### src/rtl/lc_fabric_pkg.sv
// ============================================================================
// Module      : lc_fabric_pkg
// Description : Shared types and constants for the line-card fabric blocks.
// Revision    : 1.0 - initial release
// ============================================================================
`default_nettype none

package lc_fabric_pkg;

  localparam int          LC_NUM_PORTS = 24;
  localparam int          LC_PORT_BITS = $clog2(LC_NUM_PORTS);
  // 2400 beats x 32 bit covers a 9600-byte jumbo frame
  localparam logic [15:0] LC_MAX_BEATS = 16'd2400;

  typedef logic [LC_PORT_BITS-1:0] port_idx_t;

  typedef enum logic [1:0] {
    IDLE    = 2'd0,
    FWD     = 2'd1,
    DISCARD = 2'd2
  } arb_state_t;

endpackage

`default_nettype wire

### src/rtl/rr_priority_picker.sv
// ============================================================================
// Module      : rr_priority_picker
// Description : Combinational round-robin picker; first request at or after
//               the pointer, wrapping modulo NUM_REQ.
// Revision    : 1.0 - initial release
// ============================================================================
`default_nettype none

module rr_priority_picker
  import lc_fabric_pkg::*;
#(
  parameter int NUM_REQ  = LC_NUM_PORTS,
  parameter int IDX_BITS = $clog2(NUM_REQ)
) (
  input  logic [NUM_REQ-1:0]  i_req,
  input  logic [IDX_BITS-1:0] i_ptr,
  output logic                o_valid,
  output logic [IDX_BITS-1:0] o_idx
);

  localparam logic [IDX_BITS:0] c_num_req = (IDX_BITS+1)'(NUM_REQ);

  logic [IDX_BITS:0] w_pos;

  always_comb begin
    o_valid = 1'b0;
    o_idx   = '0;
    w_pos   = '0;
    for (int i = 0; i < NUM_REQ; i++) begin
      w_pos = {1'b0, i_ptr} + (IDX_BITS+1)'(i);
      if (w_pos >= c_num_req) begin
        w_pos = w_pos - c_num_req;
      end
      if (!o_valid && i_req[w_pos[IDX_BITS-1:0]]) begin
        o_valid = 1'b1;
        o_idx   = w_pos[IDX_BITS-1:0];
      end
    end
  end

endmodule

`default_nettype wire

### src/rtl/lc_ingress_arbiter.sv
// ============================================================================
// Module      : lc_ingress_arbiter
// Description : Frame-atomic round-robin ingress arbiter with source-port
//               tagging and max-length truncation.
// Revision    : 1.0 - initial release
// ============================================================================
`default_nettype none

module lc_ingress_arbiter
  import lc_fabric_pkg::*;
#(
  parameter int          NUM_PORTS  = LC_NUM_PORTS,
  parameter int          DATA_WIDTH = 32,
  parameter int          PORT_BITS  = $clog2(NUM_PORTS),
  parameter logic [15:0] MAX_BEATS  = LC_MAX_BEATS
) (
  input  logic                            clk_fabric,
  input  logic                            rst,
  input  logic [NUM_PORTS-1:0]            s_tvalid,
  output logic [NUM_PORTS-1:0]            s_tready,
  input  logic [NUM_PORTS*DATA_WIDTH-1:0] s_tdata,
  input  logic [NUM_PORTS-1:0]            s_tlast,
  input  logic [NUM_PORTS-1:0]            s_tuser,
  output logic                            m_tvalid,
  input  logic                            m_tready,
  output logic [DATA_WIDTH-1:0]           m_tdata,
  output logic                            m_tlast,
  output logic                            m_tuser,
  output logic [PORT_BITS-1:0]            m_tid,
  output logic                            busy,
  output logic                            trunc_pulse,
  output logic [PORT_BITS-1:0]            trunc_port
);

  localparam logic [PORT_BITS-1:0] c_last_port = PORT_BITS'(NUM_PORTS - 1);

  arb_state_t            r_state, w_state_nxt;
  logic [PORT_BITS-1:0]  r_grant, r_rr_ptr, w_rr_nxt, w_pick_idx;
  logic                  w_pick_valid;
  logic [15:0]           r_beat_cnt;
  logic [DATA_WIDTH-1:0] w_port_data [NUM_PORTS];
  logic [DATA_WIDTH-1:0] w_sel_data;
  logic                  w_sel_valid, w_sel_last, w_sel_user;
  logic                  w_out_free, w_fwd_acc, w_disc_acc, w_trunc;
  logic                  r_m_tvalid, r_m_tlast, r_m_tuser, r_trunc_pulse;
  logic [DATA_WIDTH-1:0] r_m_tdata;
  logic [PORT_BITS-1:0]  r_m_tid, r_trunc_port;

  generate
    for (genvar g = 0; g < NUM_PORTS; g++) begin : g_unpack
      assign w_port_data[g] = s_tdata[g*DATA_WIDTH +: DATA_WIDTH];
    end
  endgenerate

  rr_priority_picker #(
    .NUM_REQ  (NUM_PORTS),
    .IDX_BITS (PORT_BITS)
  ) u_picker (
    .i_req   (s_tvalid),
    .i_ptr   (r_rr_ptr),
    .o_valid (w_pick_valid),
    .o_idx   (w_pick_idx)
  );

  assign w_sel_valid = s_tvalid[r_grant];
  assign w_sel_last  = s_tlast[r_grant];
  assign w_sel_user  = s_tuser[r_grant];
  assign w_sel_data  = w_port_data[r_grant];
  assign w_out_free  = !r_m_tvalid || m_tready;
  assign w_fwd_acc   = (r_state == FWD) && w_sel_valid && w_out_free;
  assign w_disc_acc  = (r_state == DISCARD) && w_sel_valid;
  // A frame of exactly MAX_BEATS with tlast on its last beat is not truncated
  assign w_trunc     = w_fwd_acc && !w_sel_last && (r_beat_cnt == MAX_BEATS - 16'd1);
  assign w_rr_nxt    = (r_grant == c_last_port) ? '0 : r_grant + 1'b1;

  always_ff @(posedge clk_fabric or posedge rst) begin
    if (rst) begin
      r_state <= IDLE;
    end else begin
      r_state <= w_state_nxt;
    end
  end

  always_comb begin
    w_state_nxt = r_state;
    s_tready    = '0;
    case (r_state)
      IDLE: begin
        if (w_pick_valid) w_state_nxt = FWD;
      end
      FWD: begin
        s_tready[r_grant] = w_out_free;
        if (w_fwd_acc && w_sel_last) w_state_nxt = IDLE;
        else if (w_trunc)            w_state_nxt = DISCARD;
      end
      DISCARD: begin
        s_tready[r_grant] = 1'b1;
        if (w_disc_acc && w_sel_last) w_state_nxt = IDLE;
      end
      default: w_state_nxt = IDLE;
    endcase
  end

  always_ff @(posedge clk_fabric or posedge rst) begin
    if (rst) begin
      r_grant       <= '0;
      r_rr_ptr      <= '0;
      r_beat_cnt    <= '0;
      r_m_tvalid    <= 1'b0;
      r_m_tdata     <= '0;
      r_m_tlast     <= 1'b0;
      r_m_tuser     <= 1'b0;
      r_m_tid       <= '0;
      r_trunc_pulse <= 1'b0;
      r_trunc_port  <= '0;
    end else begin
      if (r_state == IDLE && w_pick_valid) begin
        r_grant    <= w_pick_idx;
        r_beat_cnt <= '0;
      end else if (w_fwd_acc) begin
        r_beat_cnt <= r_beat_cnt + 16'd1;
      end
      if ((w_fwd_acc || w_disc_acc) && w_sel_last) begin
        r_rr_ptr <= w_rr_nxt;
      end
      // Single output stage: load on accept, otherwise hold until drained
      if (w_fwd_acc) begin
        r_m_tvalid <= 1'b1;
        r_m_tdata  <= w_sel_data;
        r_m_tlast  <= w_sel_last | w_trunc;
        r_m_tuser  <= w_sel_user | w_trunc;
        r_m_tid    <= r_grant;
      end else if (m_tready) begin
        r_m_tvalid <= 1'b0;
      end
      r_trunc_pulse <= w_trunc;
      if (w_trunc) begin
        r_trunc_port <= r_grant;
      end
    end
  end

  assign m_tvalid    = r_m_tvalid;
  assign m_tdata     = r_m_tdata;
  assign m_tlast     = r_m_tlast;
  assign m_tuser     = r_m_tuser;
  assign m_tid       = r_m_tid;
  assign busy        = (r_state != IDLE);
  assign trunc_pulse = r_trunc_pulse;
  assign trunc_port  = r_trunc_port;

endmodule

`default_nettype wire

### config.mk
export PLATFORM = sky130hd
export DESIGN_NAME = lc_ingress_arbiter
export DESIGN_NICKNAME = d
export VERILOG_FILES = /design/src/rtl/lc_fabric_pkg.sv /design/src/rtl/rr_priority_picker.sv /design/src/rtl/lc_ingress_arbiter.sv
export SDC_FILE = /design/constraint.sdc
export NUM_CORES = 1
export LEC_CHECK = 0
export BUFFER_PORTS_ARGS = -buffer_cell sky130_fd_sc_hd__buf_2
export CAP_MARGIN = 20
export CORE_AREA = 2 2 353 355
export DETAILED_ROUTE_END_ITERATION = 7
export DIE_AREA = 0 0 355 357
export GPL_ROUTABILITY_DRIVEN = 0
export PLACE_DENSITY = 0.35
export SETUP_SLACK_MARGIN = 0.2
export SYNTH_ARGS = -nofsm -noshare
export SYNTH_HDL_FRONTEND = slang
export SYNTH_SLANG_ARGS = --single-unit
### constraint.sdc
create_clock -name clk_fabric -period 7.69 [get_ports clk_fabric]
set_input_delay 1.538 -clock clk_fabric [delete_from_list [all_inputs] [get_ports clk_fabric]]
set_output_delay 1.538 -clock clk_fabric [all_outputs]
set_load 0.02 [all_outputs]
# == After elaboration in Yosys (flattened, before gate mapping) ==
# Index checks and enable logic that the tools add are counted.
# Widths: inputs -> output; s select.
# classes
eq_ne,7
n_reduce_logical,65
mux,142
bitwise_logic,4
n_lt_le_gt_ge,51
add_sub_neg,49
# op_table
cell,count
$mux 5,49
$bmux 32 s5,1
$lt 5x6->1 const B,25
$ge 6x5->1 const B,23
$bmux 1 s5,27
$sub 5x5->5 const B,24
$mux 32,2
$mux 1,54
$add 5x4->6 const B,8
$add 5x5->6 const B,8
$pmux 24 s2,1
$logic_and 1x1->1,33
$mux 16,2
$logic_not 1->1,25
$add 5x3->6 const B,4
$and 24x24->24,1
$add 16x1->16 const B,1
$eq 16x12->1 const B,1
$add 5x2->6 const B,2
$mux 2,4
$add 5x1->6 const B,1
$ge 6x6->1 const B,1
$not 5->6,1
$pmux 2 s3,1
other kinds (15),19
# word_totals
input_bits,843
ff_bits,74

# == Depth between registers and ports, before layout ==
# logic_depth
ltp_word,76
ltp_mapped,22

# == Hierarchy ==
# Synthesis repeated with hierarchy kept, for this count alone.
# hier_totals
hier_cells,1520
area_unflattened_um2,15297.2
# by_module_without_submodules
mod,instances,area_each_um2,cells_each,seq_area_each_um2
lc_ingress_arbiter,1,9576.7,769,1851.8
rr_priority_picker,1,5720.5,751,0.0

# == Worst setup path before layout ==
# Ideal clock, no wire load.
# synth_timing
path_type,reg2reg
startpoint,register r_rr_ptr[2]
endpoint,register r_grant[1]
path_stages_with_launch,22
t_arrival_ps,5288
synth_period_minus_slack_ps,5420
setup_slack_ps,2270
setup_ps,132
t_required_ps,7558
cell_sequence,dfrtp_1 > buf_6 > buf_6 > clkbuf_1 > inv_1 > ha_1 > clkbuf_1 > xnor2_1 > inv_1 > ha_1 > and3b_1 > or4_4 > mux2_4 > a221oi_4 > o211ai_4 > nor4_4 > nand2_2 > buf_4 > nor3_1 > a2111oi_0 > o21ai_0 > a21oi_1
# synth_via
elab_chain_len,75
# synth_lines
element,line,rtl
from (decl),lc_ingress_arbiter.sv:38,"logic [PORT_BITS-1:0] r_grant, r_rr_ptr, w_rr_nxt, w_pick_idx;"
from (signal assigned),lc_ingress_arbiter.sv:124,r_rr_ptr <= w_rr_nxt;
branches (longest 75 deep; another with $add 5x1->6),--,
to (signal assigned),lc_ingress_arbiter.sv:118,r_grant <= w_pick_idx;
to (decl),lc_ingress_arbiter.sv:38,
# Several ways; the timed one is not identified. The select of a mux whose other input is x is not followed.
# A chain may end at the register's enable or synchronous reset.

# == Worst setup path after layout ==
# layout_timing
startpoint,register r_rr_ptr[1]
endpoint,register r_grant[2]
# Same word-level chain as after synthesis.

==> impl_metrics.py <==
metrics = {
    "finish": {
        "seq_area_sq_mm": 0.00186,
        "mostFrequentLayoutCell": "buf_2",
        "fin_nets": 3202,
        "area_delta_synth_final_pct": 45.4,
        "nFillCells": 14000,
        "multiInputGateArea_sq_mm": 0.0124,
        "layout_common_cells": "buf_2, mux4_2, nor2_1",
        "drive_above_1_share_pct": 55.4,
    },
    "pwr": {
        "irDropWorstVdd_mv": 0.213,
        "p_switching_uw": 6130,
        "p_sw_share_pct": 59.5,
        "intPower_uw": 4170,
        "power_leakage_uw": 0.00903,
        "clkPwrFrac_pct": 4.4,
        "power.density_mw_per_mm2": 474,
        "pwr-share-seq_pct": 7.7,
        "power_frac_comb_pct": 87.8,
    },
    "floorplanning": {
        "std_cell_rows": 129,
        "die_y_um": 357,
        "core_sq_mm": 0.123,
        "fp.dieW_um": 355,
        "die-area_sq_mm": 0.127,
        "io_pins": 914,
        "start_util_pct": 12.2,
    },
    "cts": {
        "cts.sinks": 74,
        "postCtsSetupBuffers": 0,
        "cts_hold_buf": 0,
        "post_cts_resize_count": 0,
        "cts_tree": "yes",
        "ctsLongestPathBuffers": 2,
        "cts-root-buf": "clkbuf_16",
        "ctsHtreeMaxLevel": 3,
        "insertion_delay_ns": 0.39,
        "clkTransAtPathRegs_ns": 0.07,
        "cts_buffers": 9,
    },
    "global_routing": {
        "first_global_vias": 18000,
        "grt_pass1_wl_mm": 172,
        "track_usage_pct": 20.4,
        "antenna_found_initial": 116,
        "grt_max_degree": 125,
        "overflow": 0,
    },
    "synth": {
        "netlist_area_sq_mm": 0.0149,
        "synth-adder-area-share_pct": 2.68,
        "synth_ff_type": "dfrtp_1",
        "synth.distinct_cells": 99,
        "synth_top_family_by_area": "multiplexers",
        "syn_inst": 1494,
        "synth_xor_area_share_pct": 2.81,
        "ys_seq_area_share_pct": 12.4,
        "yosys-mux-area-fraction_pct": 42.0,
        "synth-compound-area-share_pct": 20.8,
        "synth_edf_count": 0,
        "yosys_warnings": 0,
        "ys_ff_latch": 74,
        "synthSimpleGateAreaFrac_pct": 14.1,
        "avgSynthCellArea_sq_um": 10.0,
        "synth_nets": 2369,
        "async_flop_share_pct": 100,
    },
    "timing": {
        "rsz0062_at_grt": "no",
        "tightest_slew_ns": 1.19,
        "final.period_utilization_pct": 76.9,
        "slew-limit-headroom_pct": 20.2,
        "tns_ns": 0,
        "fin_ws_ns": 1.78,
        "slew_viol_final": 0,
        "fin_skew_ns": 0.0189,
        "max_clock_freq_mhz": 169,
        "setup_viol": 0,
        "final.min_clock_period_ns": 5.91,
        "hold_viol_final": 0,
    },
    "worst_hold_path": {
        "min_from": "m_tid[1]",
        "whs_path_depth": 1,
        "hp-class": "register to register",
        "min_to": "m_tid[1]",
    },
    "placed_design": {
        "port_buffers": 913,
        "dp_slack_ns": 1.95,
        "place.detailed.hpwl_mm": 116,
    },
    "worst_setup_path": {
        "crit_required_ns": 7.93,
        "worstSetupPathType": "register to register",
        "regToRegStartpoint": "r_rr_ptr[1]",
        "r2r-end": "r_grant[2]",
        "setup.worst_path.end_class": "register",
        "rr_worst_depth": 15,
        "rrSetupSlack_ns": 1.78,
        "cp-start-kind": "register",
        "arrival_ns": 6.15,
        "critPathMaxFanout": 12,
    },
    "route": {
        "wl_mm": 135,
        "wl_per_cell_um": 33.6,
        "dr.pass1.iters": 5,
        "vias": 18600,
        "viasPerCell": 4.64,
        "drc": 0,
        "final_antenna_net_count": 0,
        "drt_iter0_drc": 1622,
    },
    "run": {
        "cap_violations": 0,
    },
    "status": {
        "outcome": "completed",
    },
}
## state kept, by name (all words and copies together) (netlist names)
name / flops
m_tlast: 1
r_beat_cnt: 16
r_state: 2
m_tuser: 1
r_rr_ptr: 5
trunc_pulse: 1
trunc_port: 5
r_grant: 5
m_tdata: 32
m_tvalid: 1
m_tid: 5
## critical path, cell delays in order (launching register included)
cell and delay (ns):
dfrtp_1 0.64, inv_1 0.31, ha_1 0.74, buf_4 0.34
mux2_2 0.37, mux4_2 0.53, o21ba_2 0.27, o31ai_1 0.07
buf_4 0.18, nor3_2 0.29, and3_1 0.35, nand4_1 0.42
a311oi_1 0.36, nor2_1 0.07, a2111oi_0 0.64, o21ai_0 0.16
## routing by layer
layer  vias to the layer above  track usage (%)  wire (um)
li1                       7878                -          -
met1                      9420             24.4      51300
met2                      1080             34.4      65600
met3                       204             6.68      13500
met4                        28             6.05       4330
met5                         -             2.26        158
## stage by stage
step	cells	utilization [%]	cell area (sq um)	total power (uW)	hold slack [ns]
global placement	3953	17.4	21300	9980	0.486
detailed placement	3953	17.4	21300	9840	0.491
global route	3992	17.6	21700	11000	0.534
CTS	3969	17.6	21600	10400	0.507
finish	4014	17.7	21700	10300	0.509
floorplan	1494	-	14900	6490	0.498
## logic make-up (layout without fill, tap and decap cells)
group | after synthesis | after routing
multiplexers | 325 | 325
flip-flops | 74 | 74
buffers and inverters | 173 | 1011
adder cells (fa/ha/maj) | 32 | 32
AO/OA/AOI/OAI | 431 | 431
XOR/XNOR | 42 | 42
other | 0 | 45
AND/OR/NAND/NOR | 417 | 417
## layout make-up
type                    count  area share, %
multi-input cells        1247           56.9
clock buffers              11           1.12
inverters                  37          0.650
flip-flops and latches     74           8.57
clock inverters             5          0.144
repair buffers            958           22.7
well taps                1637           9.42
diodes                     45          0.518
## synthesized netlist by cell type, types with 14 or more instances
| cell type | number | area, sq um |
|---|---|---|
| mux4_2 | 237 | 5340 |
| nor2_1 | 130 | 488 |
| nand2_1 | 86 | 323 |
| clkbuf_1 | 75 | 282 |
| dfrtp_1 | 74 | 1850 |
| a21oi_1 | 59 | 295 |
| o21ai_0 | 58 | 290 |
| mux2i_1 | 52 | 521 |
| a22oi_1 | 43 | 323 |
| a221oi_1 | 39 | 342 |
| a31oi_1 | 39 | 244 |
| nand3_1 | 39 | 195 |
| inv_1 | 37 | 139 |
| a22o_1 | 34 | 298 |
| mux2_2 | 34 | 383 |
| buf_1 | 32 | 120 |
| ha_1 | 32 | 400 |
| xnor2_1 | 25 | 219 |
| nor3_1 | 23 | 115 |
| o211ai_1 | 16 | 120 |
| a21o_1 | 15 | 113 |
| and2_1 | 14 | 87.6 |
| nor2b_1 | 14 | 87.6 |
## power groups by stage
stage	Combinational (uW)	Sequential (uW)	Clock, uW
final	9050	795	458
after floorplan	5740	756	0
after global routing	9660	825	498
after detailed placement	9030	803	0
after CTS	9080	799	488
after global placement	9180	802	0
## worst max path at each step
stage | start | slack [ns] | end | depth (start not counted)
2_1_floorplan | r_rr_ptr[2] | 2.27 | r_grant[1] | 21
3_3_place_gp | r_rr_ptr[1] | 1.94 | r_grant[2] | 15
3_5_place_dp | r_rr_ptr[1] | 1.95 | r_grant[3] | 16
4_1_cts | r_rr_ptr[1] | 1.93 | r_grant[3] | 16
5_1_grt | r_rr_ptr[1] | 1.45 | r_grant[4] | 16
6_report | r_rr_ptr[1] | 1.78 | r_grant[2] | 15
No activity file was read; power rests on OpenSTA's default activity.
